==> config.mk <==
export PLATFORM = sky130hd
export DESIGN_NAME = des_round_sequencer
export DESIGN_NICKNAME = d
export VERILOG_FILES = /design/src/rtl/des_pkg.sv /design/src/rtl/des_round_sequencer.sv
export SDC_FILE = /design/constraint.sdc
export NUM_CORES = 1
export LEC_CHECK = 0
export BUFFER_PORTS_ARGS = -buffer_cell sky130_fd_sc_hd__clkbuf_2
export CAP_MARGIN = 0
export CORE_MARGIN = 2
export CORE_UTILIZATION = 53
export DETAILED_ROUTE_END_ITERATION = 8
export GPL_TIMING_DRIVEN = 1
export PLACE_DENSITY = 0.84
export SETUP_SLACK_MARGIN = 0.2
export SLEW_MARGIN = 40
export SYNTH_ARGS = -nofsm -noshare
export SYNTH_HDL_FRONTEND = slang
export SYNTH_SLANG_ARGS = --single-unit
==> constraint.sdc <==
create_clock -name clk -period 2.5 [get_ports clk]
set_input_delay 0.375 -clock clk [delete_from_list [all_inputs] [get_ports clk]]
set_output_delay 0.375 -clock clk [all_outputs]
set_load 0.01 [all_outputs]
==> src/rtl/des_pkg.sv <==
// Shared DES constants and the round-sequencer state encoding.
// Latency: n/a (declarations only).
// Backpressure: n/a.
package des_pkg;

    localparam int DES_ROUNDS = 16;
    localparam int HALF_W     = 32;

    typedef enum logic [1:0] {
        IDLE  = 2'd0,
        ROUND = 2'd1,
        HOLD  = 2'd2
    } state_t;

endpackage

==> src/rtl/des_round_sequencer.sv <==
// Iterative DES Feistel controller: time-shares one external round function over all rounds.
// Latency: start accepted in cycle 0 -> out_valid in cycle NUM_ROUNDS+1; one block per NUM_ROUNDS+2 cycles.
// Backpressure: pre_out/out_valid held in HOLD until out_ready; start is ignored while busy.
//
// Ports:
//   clk, rst          rising-edge clock, synchronous active-high reset
//   start/decrypt     block request and mode (1 = reverse subkey order), sampled only when idle
//   ip_block          post-IP block, bits [63:32] = L0 (DES bit 1 is the MSB), [31:0] = R0
//   busy              high from the cycle after acceptance until the result is taken
//   f_in/subkey_idx   current R half and subkey select for the shared round function
//   f_out             combinational round-function result for f_in/subkey_idx
//   pre_out           swapped preoutput {R_n, L_n} for the final permutation
//   out_valid/ready   result handshake
module des_round_sequencer
    import des_pkg::*;
#(
    parameter int NUM_ROUNDS = DES_ROUNDS
) (
    input  logic                  clk,
    input  logic                  rst,
    input  logic                  start,
    input  logic                  decrypt,
    input  logic [2*HALF_W-1:0]   ip_block,
    output logic                  busy,
    output logic [HALF_W-1:0]     f_in,
    output logic [3:0]            subkey_idx,
    input  logic [HALF_W-1:0]     f_out,
    output logic [2*HALF_W-1:0]   pre_out,
    output logic                  out_valid,
    input  logic                  out_ready
);

    localparam logic [3:0] LAST_CNT = 4'(NUM_ROUNDS - 1);

    state_t               state_q;
    logic [HALF_W-1:0]    l_q;
    logic [HALF_W-1:0]    r_q;
    logic [HALF_W-1:0]    r_d;
    logic [3:0]           cnt_q;
    logic                 mode_q;
    logic                 busy_q;
    logic                 out_valid_q;
    logic [2*HALF_W-1:0]  pre_out_q;

    // Feistel update of the right half for the current round.
    assign r_d = l_q ^ f_out;

    always_ff @(posedge clk) begin
        if (rst) begin
            state_q     <= IDLE;
            l_q         <= '0;
            r_q         <= '0;
            cnt_q       <= '0;
            mode_q      <= 1'b0;
            busy_q      <= 1'b0;
            out_valid_q <= 1'b0;
            pre_out_q   <= '0;
        end else begin
            case (state_q)
                IDLE: begin
                    if (start) begin
                        l_q     <= ip_block[2*HALF_W-1:HALF_W];
                        r_q     <= ip_block[HALF_W-1:0];
                        mode_q  <= decrypt;
                        cnt_q   <= '0;
                        busy_q  <= 1'b1;
                        state_q <= ROUND;
                    end
                end
                ROUND: begin
                    l_q <= r_q;
                    r_q <= r_d;
                    if (cnt_q == LAST_CNT) begin
                        // Capture the swapped halves {R_n, L_n} straight from this
                        // round's update so pre_out is valid on entry to HOLD.
                        // The counter is frozen so subkey_idx never wraps.
                        pre_out_q   <= {r_d, r_q};
                        out_valid_q <= 1'b1;
                        state_q     <= HOLD;
                    end else begin
                        cnt_q <= cnt_q + 4'd1;
                    end
                end
                HOLD: begin
                    if (out_ready) begin
                        out_valid_q <= 1'b0;
                        busy_q      <= 1'b0;
                        state_q     <= IDLE;
                    end
                end
                default: begin
                    state_q <= IDLE;
                end
            endcase
        end
    end

    // Decrypt walks the key schedule backwards; both operands are registers,
    // so the select is stable for the whole round cycle.
    assign subkey_idx = mode_q ? (LAST_CNT - cnt_q) : cnt_q;
    assign f_in       = r_q;
    assign busy       = busy_q;
    assign out_valid  = out_valid_q;
    assign pre_out    = pre_out_q;

endmodule
==> results by group <==
Outcome
  • Status: finished, final reports clean

Yosys
  • Cell taking the most area after synthesis: dfxtp_1
  • Most common flop cell mapped by yosys: dfxtp_1
  • Synth Register Bits: 137
  • Ranking of synthesized cells by area: dfxtp_1 (48%), nor2_1 (6.6%), a21oi_1 (6.3%), a221o_1 (5.7%), xnor2_1 (5.0%)
  • Number of distinct library cells after synthesis: 37
  • Sequential area share after synthesis: 0.485
  • Post-Synthesis Mean Instance Area: 8.91 um^2
  • Syn Nets: 737
  • FFs w/ async S/R, synth: 0
  • Commonest cells in the netlist: dfxtp_1 (137), nor2_1 (99), a21oi_1 (71), o21ai_0 (35), nand3_1 (34)
  • Post-synth EDFFs: 0
  • Synth Cell Area: 5660 um^2
  • Synth Instances: 635
  • Yosys top cell area share: 0.485
  • Most frequent cell after synthesis: dfxtp_1
  • Ys Warns: 0

Finish
  • Multi-input combinational cell area: 2550 um^2
  • Share of cells above drive strength 1: 0.314
  • Reg area: 2740 um^2
  • Final-stage net count: 908
  • Layout overhead on the synthesized area: 27.6%
  • Fin cells: 955
  • Antenna cells: 0
  • FILL cells: 820
  • Finished Cell Area: 7220 um^2
  • Final core occ: 0.699

Timing
  • Final hold vios: 0
  • Setup_tns: 0 ns
  • Slew headroom: 0.435
  • Worst Skew: 0.0101 ns
  • Final Slew Violations: 0
  • Final Hold Slack: 0.0724 ns
  • Final Cycle Share: 0.838
  • Setup violations, final: 0
  • RSZ-0062 raised after global routing: no
  • Tmin final: 2.09 ns
  • Slew @ Worst Pin: 0.845 ns
  • Max Fclk: 0.477 GHz
  • Final setup margin: 0.406 ns

Detailed routing
  • Vias per cell: 6.05
  • Routed len/inst: 18.1 um
  • Total routed wirelength: 17300 um
  • Antenna viol nets, final: 0
  • Met3 Routed Length: 1520 um
  • Met2 WL: 8390 um
  • Detailed Route Iter0 Violations: 486
  • DRT met1 WL: 6820 um
  • Vias: 5778
  • Top layer used by detailed routing: met4
  • Final routed DRC violation total: 0
  • 1st-pass router iterations: 7

Die
  • Die footprint: 11500 um^2
  • Die Height: 107 um
  • DIE WIDTH: 107 um
  • Core area: 10300 um^2
  • # IOs: 203
  • Initial core utilization: 0.548
  • FP Rows: 37

Global route
  • Initial antenna violation count: 0
  • Number of global-route vias before repair: 5664
  • GRT overflow: 0
  • First-pass GRT wire length: 27400 um
  • Largest net degree at the start of global routing: 61
  • GRT Overall Usage: 0.301

Power
  • P_leak: 3.03 nW
  • Combinational share of power: 0.111
  • Internal power: 4.15 mW
  • Total power: 5.56 mW
  • VDD IR max: 0.382 mV
  • Flop pwr share: 0.432
  • Sw frac: 0.253
  • Sw power: 1.40 mW
  • Clk pwr share: 0.457
  • Pwr/cell area: 770 nW/um^2

Place
  • Gpl congestion: 0.862
  • Setup slack at placement: 0.464 ns
  • Placed Cells: 923
  • HPWL after DPL: 11200 um
  • Port bufs: 202
  • Cell Area, Placed: 6610 um^2

CTS
  • Max clock buf depth: 2
  • Post-CTS Hold Buffers: 0
  • CTS buffer count: 17
  • Post-cts resize count: 0
  • CTS root buffer: clkbuf_8
  • Clk_lat worst skew: 0.53 ns
  • Clk pin slew, worst setup/hold paths: 0.06 ns
  • Sink Count: 137
  • H-tree levels: 4
  • CTS tree: done
  • Post-CTS Setup Repair Bufs: 0

Run
  • Max-Cap Viols: 0

Critical path
  • CP Data Arrival Time: 2.57 ns
  • CP Data Required Time: 2.97 ns
  • Worst setup EP type: flop
  • Critical path class: flop to flop
  • CP Launch Type: flop
  • Max FO, Critical Path: 17

Hold path
  • Min-Delay Path Class: input port to flop
## area by class of cell
class	count	area share
Clock buffer	21	0.0636
Clock inverter	11	0.0201
Inverter	2	0.00104
Multi-Input combinational cell	431	0.354
Sequential cell	137	0.380
Tap cell	136	0.0236
Timing Repair Buffer	217	0.158
## worst max-delay path, cell delays in order (launching register included)
cell	delay (ns)
dfxtp_1	0.56
o21bai_4	0.23
nor2b_2	0.70
buf_4	0.36
a221o_1	0.19
## state kept, by name (all words and copies together), names as in the netlist
signal,cells
l_q,32
f_in,32
pre_out,64
busy,1
mode_q,1
out_valid,1
cnt_q,4
state_q,2
## cells by family (layout without fill, tap and decap cells)
logic type / Yosys count / in the layout / share of synthesized area
AO/OA/AOI/OAI: 175 / 175 / 0.202
adder cells (fa/ha/maj): 1 / 1 / 0.00221
XOR/XNOR: 36 / 36 / 0.0557
flip-flops: 137 / 137 / 0.485
AND/OR/NAND/NOR: 219 / 219 / 0.187
buffers and inverters: 67 / 251 / 0.0683
## layout by cell type, fill, tap and decap left out, types with 16 or more instances in the layout
cell and instances:
dfxtp_1 137, xnor2_1 32, nor3_1 32, clkbuf_16 16, a211oi_1 33, nand3_1 34
a21oi_1 71, a221o_1 32, nor4_1 32, clkbuf_2 201, nor2_1 98, o21ai_0 35
## worst paths after layout
path	start	endpoint	slack, ns	depth (start not counted)
worst min register to register	out_valid	out_valid	0.46	2
worst min-delay path	ip_block[29]	f_in[29]	0.07	2
worst max-delay path	state_q[1]	f_in[25]	0.41	4
worst max register to register	state_q[1]	f_in[25]	0.41	4
## power groups by stage
| stage | Sequential (mW) | Combinational, mW | Clock [mW] |
|---|---|---|---|
| 6_report | 2.40 | 0.615 | 2.54 |
| 5_1_grt | 2.41 | 0.670 | 2.65 |
| 4_1_cts | 2.40 | 0.611 | 2.55 |
| 3_3_place_gp | 2.44 | 0.591 | 0 |
| 2_1_floorplan | 2.44 | 0.379 | 0 |
| 3_5_place_dp | 2.44 | 0.604 | 0 |
## routing by layer
metal / vias up / track usage
met5: - / 0
met4: 0 / 0.144
met3: 51 / 0.0769
met2: 344 / 0.492
met1: 2746 / 0.370
li1: 2637 / -
No activity file was read; power rests on OpenSTA's default activity.
